[config.mk]
export PLATFORM = sky130hd
export DESIGN_NAME = sprite_renderer_flat
export DESIGN_NICKNAME = d
export VERILOG_FILES = /design/src/rtl/sprite_renderer_if.sv /design/src/rtl/sprite_renderer.sv /design/src/flat_wrapper.sv
export SDC_FILE = /design/constraint.sdc
export NUM_CORES = 1
export LEC_CHECK = 0
export CAP_MARGIN = 20
export CORE_UTILIZATION = 55
export DETAILED_ROUTE_END_ITERATION = 10
export PLACE_DENSITY_LB_ADDON = 0.05
export SLEW_MARGIN = 10
export SYNTH_ARGS = -nofsm -noshare
export SYNTH_HDL_FRONTEND = slang
export SYNTH_SLANG_ARGS = --single-unit
[constraint.sdc]
create_clock -name clk -period 4.5 [get_ports clk]
set_input_delay 1.35 -clock clk [delete_from_list [all_inputs] [get_ports clk]]
set_output_delay 1.35 -clock clk [all_outputs]
set_load 0.005 [all_outputs]
[src/rtl/sprite_renderer_if.sv]
// Raster-in / video-out bundle between the VGA timing generator and the sprite renderer.
// The master drives the raster position and syncs; the slave returns the coloured pixel stream.
interface sprite_renderer_if;
  logic [9:0]  hpos;
  logic [9:0]  vpos;
  logic        display_on;
  logic        hsync_in;
  logic        vsync_in;
  logic        hsync_out;
  logic        vsync_out;
  logic [11:0] rgb;

  modport master (
    output hpos, vpos, display_on, hsync_in, vsync_in,
    input  hsync_out, vsync_out, rgb
  );

  modport slave (
    input  hpos, vpos, display_on, hsync_in, vsync_in,
    output hsync_out, vsync_out, rgb
  );
endinterface

[src/rtl/sprite_renderer.sv]
// Button-driven square sprite over a solid background, two-stage pixel pipeline with aligned syncs.
// Optional macro SPRITE_BORDER_EN adds a 4-pixel white frame and pulls the clamp limits inward.
module sprite_renderer #(
  parameter int unsigned H_DISPLAY    = 640,
  parameter int unsigned V_DISPLAY    = 480,
  parameter int unsigned SIZE         = 32,
  parameter int unsigned STEP         = 4,
  parameter int unsigned START_X      = 304,
  parameter int unsigned START_Y      = 224,
  parameter logic [11:0] SPRITE_COLOR = 12'hF00,
  parameter logic [11:0] BG_COLOR     = 12'h00F
) (
  input  logic              clk,
  input  logic              reset,
  sprite_renderer_if.slave  vga,
  input  logic              btn_up,
  input  logic              btn_down,
  input  logic              btn_left,
  input  logic              btn_right,
  output logic [9:0]        sprite_x,
  output logic [9:0]        sprite_y
);

`ifdef SPRITE_BORDER_EN
  localparam int unsigned MARGIN = 4;
`else
  localparam int unsigned MARGIN = 0;
`endif
  localparam logic signed [10:0] X_MIN  = 11'(MARGIN);
  localparam logic signed [10:0] Y_MIN  = 11'(MARGIN);
  localparam logic signed [10:0] X_MAX  = 11'(H_DISPLAY - SIZE - MARGIN);
  localparam logic signed [10:0] Y_MAX  = 11'(V_DISPLAY - SIZE - MARGIN);
  localparam logic signed [10:0] STEP_S = 11'(STEP);

  typedef enum logic [1:0] {IDLE, CALC, CLAMP} state_t;

  state_t             state_q, state_d;
  logic [3:0]         btn_sync1_q, btn_sync1_d;  // {up, down, left, right}
  logic [3:0]         btn_sync2_q, btn_sync2_d;
  logic signed [10:0] nx_q, nx_d, ny_q, ny_d;
  logic [9:0]         sprite_x_q, sprite_x_d, sprite_y_q, sprite_y_d;
  logic               hit_q, hit_d, visible_q, visible_d;
  logic               border_q, border_d;
  logic [11:0]        rgb_q, rgb_d;
  logic               hsync_q, hsync_d, vsync_q, vsync_d;

  logic               frame_tick;
  logic signed [10:0] dx, dy;
  logic [10:0]        h11, v11, x11, y11;

  // NOTE: every signal written here gets a default first, so no path can infer a latch.
  always_comb begin
    btn_sync1_d = {btn_up, btn_down, btn_left, btn_right};
    btn_sync2_d = btn_sync1_q;
    frame_tick  = (vga.hpos == 10'd0) && (vga.vpos == 10'(V_DISPLAY));

    // Opposing buttons pressed together leave the delta at zero.
    dx = '0;
    dy = '0;
    case (btn_sync2_q[1:0])
      2'b01:   dx = STEP_S;
      2'b10:   dx = -STEP_S;
      default: dx = '0;
    endcase
    case (btn_sync2_q[3:2])
      2'b01:   dy = STEP_S;
      2'b10:   dy = -STEP_S;
      default: dy = '0;
    endcase

    state_d    = state_q;
    nx_d       = nx_q;
    ny_d       = ny_q;
    sprite_x_d = sprite_x_q;
    sprite_y_d = sprite_y_q;
    case (state_q)
      IDLE: if (frame_tick) state_d = CALC;
      CALC: begin
        nx_d    = $signed({1'b0, sprite_x_q}) + dx;
        ny_d    = $signed({1'b0, sprite_y_q}) + dy;
        state_d = CLAMP;
      end
      CLAMP: begin
        if (nx_q < X_MIN)      sprite_x_d = X_MIN[9:0];
        else if (nx_q > X_MAX) sprite_x_d = X_MAX[9:0];
        else                   sprite_x_d = nx_q[9:0];
        if (ny_q < Y_MIN)      sprite_y_d = Y_MIN[9:0];
        else if (ny_q > Y_MAX) sprite_y_d = Y_MAX[9:0];
        else                   sprite_y_d = ny_q[9:0];
        state_d = IDLE;
      end
      default: state_d = IDLE;
    endcase

    // 11-bit compares so x+SIZE near the right edge cannot wrap.
    h11       = {1'b0, vga.hpos};
    v11       = {1'b0, vga.vpos};
    x11       = {1'b0, sprite_x_q};
    y11       = {1'b0, sprite_y_q};
    visible_d = vga.display_on;
    hit_d     = vga.display_on
              && (h11 >= x11) && (h11 < x11 + 11'(SIZE))
              && (v11 >= y11) && (v11 < y11 + 11'(SIZE));
`ifdef SPRITE_BORDER_EN
    border_d  = vga.display_on
              && ((vga.hpos < 10'd4) || (vga.hpos >= 10'(H_DISPLAY - 4))
               || (vga.vpos < 10'd4) || (vga.vpos >= 10'(V_DISPLAY - 4)));
`else
    border_d  = 1'b0;
`endif

    if (!visible_q)    rgb_d = 12'h000;
    else if (hit_q)    rgb_d = SPRITE_COLOR;
    else if (border_q) rgb_d = 12'hFFF;
    else               rgb_d = BG_COLOR;

    hsync_d = vga.hsync_in;
    vsync_d = vga.vsync_in;
  end

  // NOTE: sequential state uses non-blocking assignments only; blocking here would race other flops.
  always_ff @(posedge clk or posedge reset) begin
    if (reset) begin
      state_q     <= IDLE;
      btn_sync1_q <= '0;
      btn_sync2_q <= '0;
      nx_q        <= '0;
      ny_q        <= '0;
      sprite_x_q  <= 10'(START_X);
      sprite_y_q  <= 10'(START_Y);
      hit_q       <= 1'b0;
      visible_q   <= 1'b0;
      border_q    <= 1'b0;
      rgb_q       <= 12'h000;
      hsync_q     <= 1'b1;
      vsync_q     <= 1'b1;
    end else begin
      state_q     <= state_d;
      btn_sync1_q <= btn_sync1_d;
      btn_sync2_q <= btn_sync2_d;
      nx_q        <= nx_d;
      ny_q        <= ny_d;
      sprite_x_q  <= sprite_x_d;
      sprite_y_q  <= sprite_y_d;
      hit_q       <= hit_d;
      visible_q   <= visible_d;
      border_q    <= border_d;
      rgb_q       <= rgb_d;
      hsync_q     <= hsync_d;
      vsync_q     <= vsync_d;
    end
  end

  assign sprite_x      = sprite_x_q;
  assign sprite_y      = sprite_y_q;
  assign vga.rgb       = rgb_q;
  assign vga.hsync_out = hsync_q;
  assign vga.vsync_out = vsync_q;

endmodule

[src/flat_wrapper.sv]
// flat-port wrapper written by rule: the top's interface ports become plain ports
module sprite_renderer_flat 
#(
  parameter int unsigned H_DISPLAY    = 640,
  parameter int unsigned V_DISPLAY    = 480,
  parameter int unsigned SIZE         = 32,
  parameter int unsigned STEP         = 4,
  parameter int unsigned START_X      = 304,
  parameter int unsigned START_Y      = 224,
  parameter logic [11:0] SPRITE_COLOR = 12'hF00,
  parameter logic [11:0] BG_COLOR     = 12'h00F
)
  (clk, reset, btn_up, btn_down, btn_left, btn_right, sprite_x, sprite_y, vga_hpos, vga_vpos, vga_display_on, vga_hsync_in, vga_vsync_in, vga_hsync_out, vga_vsync_out, vga_rgb);
  sprite_renderer_if vga_i ();
  input  logic clk;
  input  logic reset;
  input  logic btn_up;
  input  logic btn_down;
  input  logic btn_left;
  input  logic btn_right;
  output logic [9:0] sprite_x;
  output logic [9:0] sprite_y;
  input wire logic [$bits(vga_i.hpos)-1:0] vga_hpos;
  input wire logic [$bits(vga_i.vpos)-1:0] vga_vpos;
  input wire logic [$bits(vga_i.display_on)-1:0] vga_display_on;
  input wire logic [$bits(vga_i.hsync_in)-1:0] vga_hsync_in;
  input wire logic [$bits(vga_i.vsync_in)-1:0] vga_vsync_in;
  output wire logic [$bits(vga_i.hsync_out)-1:0] vga_hsync_out;
  output wire logic [$bits(vga_i.vsync_out)-1:0] vga_vsync_out;
  output wire logic [$bits(vga_i.rgb)-1:0] vga_rgb;
  assign vga_i.hpos = vga_hpos;
  assign vga_i.vpos = vga_vpos;
  assign vga_i.display_on = vga_display_on;
  assign vga_i.hsync_in = vga_hsync_in;
  assign vga_i.vsync_in = vga_vsync_in;
  assign vga_hsync_out = vga_i.hsync_out;
  assign vga_vsync_out = vga_i.vsync_out;
  assign vga_rgb = vga_i.rgb;
  sprite_renderer #(.H_DISPLAY(H_DISPLAY), .V_DISPLAY(V_DISPLAY), .SIZE(SIZE), .STEP(STEP), .START_X(START_X), .START_Y(START_Y), .SPRITE_COLOR(SPRITE_COLOR), .BG_COLOR(BG_COLOR)) u_core (.clk(clk), .reset(reset), .vga(vga_i), .btn_up(btn_up), .btn_down(btn_down), .btn_left(btn_left), .btn_right(btn_right), .sprite_x(sprite_x), .sprite_y(sprite_y));
endmodule
==> results of run 1 <==
==> registers in the layout, summed over array words and instances (netlist names) <==
signal and flops:
u_core.ny_q 11, u_core.state_q 2, u_core.visible_q 1, u_core.sprite_x 10
u_core.hit_q 1, u_core.sprite_y 10, u_core.vga.vsync_out 1, u_core.nx_q 11
u_core.btn_sync1_q 4, u_core.vga.hsync_out 1, u_core.vga.rgb 2, u_core.btn_sync2_q 4
==> cell usage after synthesis (6+ instances only) <==
master     n  area, um2
a22o_1    13        114
nor3_1     7       35.0
mux2_2     6       67.6
nor4_1     7       43.8
a21oi_1   24        120
o21ai_0   20        100
nand3_1   16       80.1
inv_1     28        105
o31ai_1    8       60.1
dfstp_2    8        210
a31oi_1    6       37.5
ha_1      50        626
xor2_1    12        105
xnor2_1    8       70.1
dfrtp_1   50       1250
nand2b_1   7       43.8
a21o_1    10       75.1
buf_4     10       75.1
nand2_1   28        105
nor2_1    14       52.6
==> stage by stage <==
stage          utilization  cells  power (mW)
4_1_cts              0.704    510        1.20
2_1_floorplan            -    374       0.604
6_report             0.704    510        1.18
3_3_place_gp         0.668    494       0.648
3_5_place_dp         0.668    494       0.650
5_1_grt              0.704    510        1.23
==> worst register-to-register path, stage by stage, from the launching register on <==
cell and delay, ns:
dfrtp_1 0.32, inv_1 0.04, ha_1 0.27, inv_1 0.04, ha_1 0.20, fa_1 0.40, a21o_1 0.21, nand3_1 0.12
nand3b_1 0.10, a21oi_1 0.22, xor2_1 0.15, o21ai_0 0.08
==> power by group <==
part	switching [mW]	internal, mW	total (mW)
Sequential	0.00199	0.528	0.530
Clock	0.197	0.342	0.539
Combinational	0.0540	0.0568	0.111
Total	0.253	0.927	1.18
==> worst min path at each step <==
stage,from,end
2_1_floorplan,u_core.btn_sync1_q[0],u_core.btn_sync2_q[0]
3_3_place_gp,u_core.btn_sync1_q[2],u_core.btn_sync2_q[2]
3_5_place_dp,u_core.btn_sync1_q[2],u_core.btn_sync2_q[2]
4_1_cts,u_core.btn_sync1_q[2],u_core.btn_sync2_q[2]
5_1_grt,u_core.btn_sync1_q[3],u_core.btn_sync2_q[3]
6_report,u_core.btn_sync1_q[2],u_core.btn_sync2_q[2]
==> layout by cell type (no fill, tap or decap), types with 8 or more instances in the layout <==
| cell | instances |
|---|---|
| clkdlybuf4s50_1 | 58 |
| ha_1 | 50 |
| dfrtp_1 | 50 |
| nand2_1 | 28 |
| inv_1 | 27 |
| a21oi_1 | 24 |
| o21ai_0 | 20 |
| nand3_1 | 16 |
| nor2_1 | 14 |
| a22o_1 | 13 |
| xor2_1 | 12 |
| clkbuf_8 | 11 |
| a21o_1 | 10 |
| o31ai_1 | 8 |
| xnor2_1 | 8 |
| dfstp_2 | 8 |
==> final cells by class <==
type,count,area (um2),area share
multi-input combinational,271,2030,0.450
sequential,58,1460,0.323
timing repair buffer,60,596,0.132
clock buffer,12,155,0.0343
inverter,28,105,0.0232
tap,77,96.3,0.0213
clock inverter,4,73.8,0.0163
==> logic make-up (layout without fill, tap and decap cells) <==
logic type      Yosys count  in the layout  share of synthesized area
simple gates             97             97                      0.142
fa+ha+maj                52             52                      0.180
flops                    58             58                      0.395
mux                       6              6                     0.0183
buf+inv                  45            104                     0.0575
other cells               1              4                    0.00101
xor+xnor                 20             20                     0.0474
compound gates           92             92                      0.158
==> per-layer routing <==
| metal | track usage | up-vias | wire (um) |
|---|---|---|---|
| met2 | 0.340 | 79 | 3220 |
| met3 | 0.0603 | 11 | 350 |
| li1 | - | 1440 | - |
| met4 | 0.0721 | 0 | 110 |
| met1 | 0.330 | 1329 | 3880 |
| met5 | 0 | - | 0 |
==> flow_metrics.py, run 1 <==
metrics = {
    "worst_setup_path": {
        "r2r_slack_ns": 2.21,
        "ff2ff_path_depth": 11,
        "endpoint": "sprite_x[5]",
        "critPathRequiredTime_ns": 3.15,
        "path_class": "reg -> out",
        "crit_path_max_fanout": 8,
        "cpPeakStageDelay_ns": 0.63,
        "startpoint": "u_core.sprite_x[5]",
        "arrival_ns": 1.49,
        "r2r-start": "u_core.btn_sync2_q[0]",
        "crit_chain": "clkdlybuf4s50_1",
        "path_buf_inv": 1,
        "cp-start-kind": "flip-flop",
        "worstSetupEndpointType": "output port",
        "rr_endpoint": "u_core.nx_q[8]",
        "crit_path_top_delay_cell": "dfstp_2",
        "crit_family": "flip-flops",
        "crit_cells": 1,
    },
    "sta": {
        "maxSlewViolCount": 0,
        "setup_ws_ns": 1.66,
        "timing.setup.tns_ns": 0,
        "setup_viol": 0,
        "slew_headroom": 0.626,
        "fmax_ghz": 0.352,
        "min_period_over_period": 0.631,
        "period_needed_ns": 2.84,
        "hold_ws_ns": 0.352,
        "finClkSkew_ns": 0.00539,
        "rsz0062_at_grt": "false",
        "worstMarginPinSlew_ns": 0.560,
        "finalHoldViolations": 0,
    },
    "yosys": {
        "async_reset_ff_frac": 1.00,
        "synthCells": 371,
        "synth-edff-count": 0,
        "netlist_area_mm2": 0.00370,
        "yosysSeqAreaShare": 0.395,
        "yosys_warnings": 0,
        "synth_cell_types": 42,
        "ys_ff_latch": 58,
        "synth_flop_cell": "dfrtp_1",
        "syn_avg_cell_area_um2": 9.97,
    },
    "pwr": {
        "ir_drop_mv": 0.215,
        "p_leak_nw": 2.02,
        "power.density_mw_per_mm2": 261,
    },
    "route": {
        "viasPerCell": 5.61,
        "routed_wl_mm": 7.56,
        "final_antenna_net_count": 0,
        "drtIter0Drc": 158,
        "wl_per_cell_um": 14.8,
        "vias": 2859,
        "drc": 18,
        "drtPass1Iterations": 8,
    },
    "clock_network": {
        "clkTransAtPathRegs_ns": 0.07,
        "ctsRootBufferMaster": "clkbuf_8",
        "cts_tree": "built",
        "h-tree-depth": 3,
        "cts.path.max_buffers": 2,
        "worstSkewPairLatency_ns": 0.34,
        "clock-sinks": 58,
        "post_cts_resize_count": 0,
        "postCtsHoldBufs": 0,
        "cts_made_buffers": 9,
        "postCtsSetupRepairBufs": 0,
    },
    "placed_design": {
        "dp.final_hpwl_mm": 5.69,
        "post_dp_cell_area_mm2": 0.00429,
        "post-place-ws_ns": 1.36,
        "io_buffers": 58,
        "gp_congestion": 0.943,
    },
    "floorplan": {
        "io_pins": 63,
        "chipWidth_um": 84.0,
        "die_area_mm2": 0.00705,
        "initial_utilization": 0.576,
        "num_rows": 29,
        "die_h_um": 84.0,
        "core_area_mm2": 0.00642,
    },
    "finish": {
        "n_antenna_cell": 0,
        "drive_above_1_share": 0.0855,
        "area_growth_pct": 22.3,
        "stdcell_area_mm2": 0.00452,
        "fin_nets": 509,
        "num-fill-cells": 511,
    },
    "status": {
        "outcome": "complete, but fails checks",
        "violations": "DRC",
    },
    "job": {
        "maxCapViolations": 0,
    },
    "global_routing": {
        "grt_usage": 0.230,
        "grt_overflow_total": 0,
        "grt_max_degree": 40,
        "grt_pass1_wl_mm": 12.7,
        "antenna_found_initial": 0,
        "grt_pass1_vias": 2708,
    },
    "worst_hold_path": {
        "hold_depth": 0,
        "min_path_type": "reg -> reg",
    },
}
No activity file was read; power rests on OpenSTA's default activity.
==> inputs of run 2 (changes only) <==
CORE_UTILIZATION = 48   (was 55)
clock period = 2.5 ns   (was 4.5 ns; I/O delays follow)
==> flow_metrics.py, run 2 (synthesized netlist as in run 1, its figures left out) <==
metrics = {
    "worst_hold_path": {
        "hp-start": "u_core.btn_sync1_q[0]",
        "min_path_type": "reg -> reg",
    },
    "clock_network": {
        "postCtsHoldBufs": 0,
        "clkTransAtPathRegs_ns": 0.06,
        "ctsRootBufferMaster": "clkbuf_8",
        "cts_made_buffers": 9,
        "cts_tree": "built",
        "postCtsSetupRepairBufs": 0,
        "clock-sinks": 58,
        "h-tree-depth": 3,
        "post_cts_resize_count": 0,
        "worstSkewPairLatency_ns": 0.34,
        "cts.path.max_buffers": 2,
    },
    "floorplan": {
        "die_area_mm2": 0.00806,
        "initial_utilization": 0.504,
        "core_area_mm2": 0.00733,
        "chipWidth_um": 89.8,
        "io_pins": 63,
        "die_h_um": 89.8,
        "num_rows": 31,
    },
    "global_routing": {
        "antenna_found_initial": 0,
        "grt_usage": 0.209,
        "grt_overflow_total": 0,
        "grt_max_degree": 59,
        "grt_pass1_wl_mm": 13.5,
        "grt_pass1_vias": 2841,
    },
    "status": {
        "outcome": "complete, no violations",
    },
    "sta": {
        "period_needed_ns": 2.30,
        "finClkSkew_ns": 0.00749,
        "maxSlewViolCount": 0,
        "timing.setup.tns_ns": 0,
        "slew_headroom": 0.413,
        "rsz0062_at_grt": "false",
        "worstMarginPinSlew_ns": 0.881,
        "min_period_over_period": 0.918,
        "setup_viol": 0,
        "fmax_ghz": 0.436,
        "finalHoldViolations": 0,
    },
    "worst_setup_path": {
        "r2r-start": "u_core.btn_sync2_q[1]",
        "critPathRequiredTime_ns": 2.71,
        "path_class": "reg -> reg",
        "crit_path_max_fanout": 2,
        "cp-start-kind": "flip-flop",
        "arrival_ns": 2.50,
        "worstSetupEndpointType": "flip-flop",
        "startpoint": "u_core.btn_sync2_q[1]",
    },
    "pwr": {
        "power_mw": 1.98,
        "ir_drop_mv": 0.433,
        "p_leak_nw": 2.00,
        "power.density_mw_per_mm2": 436,
    },
    "finish": {
        "largestRegisters": "u_core.nx_q: 11 flops, u_core.ny_q: 11 flops",
        "drive_above_1_share": 0.0853,
        "layout_common_cells": "58 x clkdlybuf4s50_1, 50 x ha_1, 50 x dfrtp_1",
        "stdcell_area_mm2": 0.00453,
        "n_antenna_cell": 0,
        "fin_nets": 510,
        "area_growth_pct": 22.4,
        "final_cells": 533,
        "final_common_cell": "clkdlybuf4s50_1",
    },
    "route": {
        "drtIter0Drc": 126,
        "drc": 0,
        "drtPass1Iterations": 4,
        "routed_wl_mm": 7.89,
        "vias": 2871,
        "wl_per_cell_um": 14.8,
        "final_antenna_net_count": 0,
        "viasPerCell": 5.39,
    },
    "placed_design": {
        "dp.final_hpwl_mm": 5.97,
        "post_dp_cell_area_mm2": 0.00434,
        "dp.cells": 517,
        "io_buffers": 58,
        "gp_congestion": 0.872,
    },
    "job": {
        "maxCapViolations": 0,
    },
}
[run 2: cell types whose count changed in the layout (fill, tap and decap cells not counted)]
cell / before / now
clkbuf_8: 11 / 9
clkinv_4: 1 / 0
clkinv_2: 1 / 2
buf_12: 0 / 1
bufinv_16: 2 / 1
clkinvlp_4: 0 / 2
clkbuf_1: 1 / 2
[run 2: final timing paths]
path	to	cells after the start	slack, ns
setup / recovery	u_core.nx_q[8]	10	0.20
min in group asynchronous	u_core.ny_q[2]	3	0.78
hold reg to reg	u_core.btn_sync2_q[0]	0	0.35
hold / removal	u_core.btn_sync2_q[0]	0	0.35
max in group asynchronous	u_core.sprite_y[6]	3	1.41
setup reg to reg	u_core.nx_q[8]	10	0.20
[run 2: per-layer routing]
metal / track usage / wire (um) / vias up
met5: 0 / 0 / -
met4: 0.0833 / 160 / 0
met3: 0.0499 / 452 / 13
met2: 0.310 / 3310 / 81
met1: 0.295 / 3970 / 1340
li1: - / - / 1437
[run 2: report_power, final]
part	total (mW)	leakage, nW	switching [mW]	internal (mW)
registers	0.955	0.758	0.00369	0.951
clock network	0.817	0.0893	0.361	0.457
logic	0.203	1.15	0.0987	0.105
[run 2: critical path, cell delays in order, from the launching register on]
cell and delay (ns):
dfrtp_1 0.37, ha_1 0.27, inv_1 0.04, ha_1 0.20
fa_1 0.42, a21o_1 0.21, nand3_1 0.10, nand3b_1 0.09
a21oi_1 0.21, xor2_1 0.16, o21ai_0 0.09
[run 2: per-stage QoR]
step | setup WS, ns | utilization | hold slack [ns]
after floorplan | 0.335 | - | 0.331
after global placement | -0.0213 | 0.592 | 0.332
after detailed placement | -0.0551 | 0.592 | 0.337
after CTS | 0.195 | 0.618 | 0.353
after global routing | 0.0632 | 0.618 | 0.356
final | 0.205 | 0.618 | 0.350
[run 2: cell type report]
type / count / area (um2)
Fill cell: 598 / 2800
Multi-Input combinational cell: 271 / 2030
Sequential cell: 58 / 1460
Timing Repair Buffer: 61 / 616
Clock buffer: 11 / 131
Tap cell: 99 / 124
Inverter: 28 / 105
Clock inverter: 5 / 55.1
==> inputs of run 3 (changes only) <==
RECOVER_POWER = 100   (was not set)
==> flow_metrics.py, run 3 (synthesized netlist as in run 1, its figures left out) <==
metrics = {
    "placed_design": {
        "post-place-ws_ns": -0.0551,
        "gp_congestion": 0.872,
        "post_dp_cell_area_mm2": 0.00434,
        "dp.final_hpwl_mm": 5.97,
        "io_buffers": 58,
    },
    "global_routing": {
        "grt_overflow_total": 0,
        "grt_usage": 0.209,
        "grt_max_degree": 59,
        "grt_pass1_wl_mm": 13.5,
        "grt_pass1_vias": 2841,
        "antenna_found_initial": 0,
    },
    "finish": {
        "stdcell_area_mm2": 0.00449,
        "fin_nets": 510,
        "largestRegisters": "u_core.nx_q: 11 flops, u_core.ny_q: 11 flops",
        "area_growth_pct": 21.4,
        "layout_common_cells": "50 x ha_1, 50 x dfrtp_1, 32 x dlygate4sd3_1",
        "n_antenna_cell": 0,
        "drive_above_1_share": 0.0668,
    },
    "clock_network": {
        "clkTransAtPathRegs_ns": 0.07,
        "clock-sinks": 58,
        "postCtsSetupRepairBufs": 0,
        "h-tree-depth": 3,
        "cts_tree": "built",
        "cts_made_buffers": 9,
        "post_cts_resize_count": 0,
        "ctsRootBufferMaster": "clkbuf_8",
        "postCtsHoldBufs": 0,
        "cts.path.max_buffers": 2,
        "worstSkewPairLatency_ns": 0.34,
    },
    "worst_hold_path": {
        "min_path_type": "reg -> reg",
    },
    "sta": {
        "rsz0062_at_grt": "false",
        "period_needed_ns": 2.36,
        "fmax_ghz": 0.424,
        "hold_ws_ns": 0.350,
        "finalHoldViolations": 0,
        "setup_viol": 0,
        "setup_ws_ns": 0.143,
        "finClkSkew_ns": 0.00678,
        "slew_headroom": 0.0669,
        "min_period_over_period": 0.943,
        "worstMarginPinSlew_ns": 1.40,
        "maxSlewViolCount": 0,
    },
    "worst_setup_path": {
        "arrival_ns": 1.61,
        "path_class": "reg -> out",
        "crit_chain": "clkdlybuf4s50_1",
        "cpPeakStageDelay_ns": 0.70,
        "worstSetupEndpointType": "output port",
        "crit_path_top_delay_cell": "dfstp_1",
        "r2r_slack_ns": 0.20,
        "cp-start-kind": "flip-flop",
        "critPathRequiredTime_ns": 1.75,
        "path_buf_inv": 1,
        "crit_family": "flip-flops",
        "crit_path_max_fanout": 8,
    },
    "job": {
        "maxCapViolations": 0,
    },
    "floorplan": {
        "die_h_um": 89.8,
        "io_pins": 63,
        "die_area_mm2": 0.00806,
        "core_area_mm2": 0.00733,
        "num_rows": 31,
        "chipWidth_um": 89.8,
        "initial_utilization": 0.504,
    },
    "pwr": {
        "ir_drop_mv": 0.432,
        "power.density_mw_per_mm2": 439,
        "p_leak_nw": 2.06,
    },
    "status": {
        "outcome": "complete, no violations",
    },
    "route": {
        "viasPerCell": 5.43,
        "wl_per_cell_um": 14.9,
        "drc": 0,
        "vias": 2892,
        "routed_wl_mm": 7.95,
        "drtPass1Iterations": 6,
        "final_antenna_net_count": 0,
        "drtIter0Drc": 134,
    },
}
## run 3: cell types whose count changed in the layout (fill, tap and decap cells not counted), moves of 6 or more
cell,change
dfstp_2,-6
dfstp_1,+6
dlygate4sd3_1,+32
clkdlybuf4s50_1,-32
## run 3: per-layer routing
metal / track usage / part of all wire / vias up
li1: - / - / 1435
met1: 0.295 / 0.51 / 1365
met2: 0.310 / 0.42 / 79
met3: 0.0499 / 0.050 / 13
met4: 0.0833 / 0.020 / 0
met5: 0 / 0 / -
## run 3: area by class of cell
cell class	instances	area (um2)
clock inverters	5	55.1
multi-input cells	271	2010
clock buffers	11	131
well taps	99	124
flip-flops and latches	58	1460
repair buffers	61	601
inverters	28	105
fillers	606	2840
## run 3: through the flow
step,util,power [mW],cells,TNS (ns)
6_report,0.612,1.97,533,0
5_1_grt,0.612,2.05,533,0
4_1_cts,0.618,2.00,533,0
3_5_place_dp,0.592,1.18,517,-0.0551
3_3_place_gp,0.592,1.17,517,-0.0213
2_1_floorplan,-,1.09,374,0
## run 3: final timing paths
path,from,endpoint,cells past startpoint
max in group asynchronous,reset,u_core.nx_q[8],3
worst min-delay path,u_core.btn_sync1_q[3],u_core.btn_sync2_q[3],0
worst min register to register,u_core.btn_sync1_q[3],u_core.btn_sync2_q[3],0
worst max register to register,u_core.btn_sync2_q[1],u_core.nx_q[8],10
min in group asynchronous,reset,u_core.ny_q[2],3
worst max-delay path,u_core.sprite_x[5],sprite_x[5],1
## run 3: report_power, final
part	switching, mW	total, mW	internal, mW
sequential	0.00342	0.954	0.950
clock	0.364	0.820	0.457
combinational	0.0983	0.195	0.0967
total	0.465	1.97	1.50
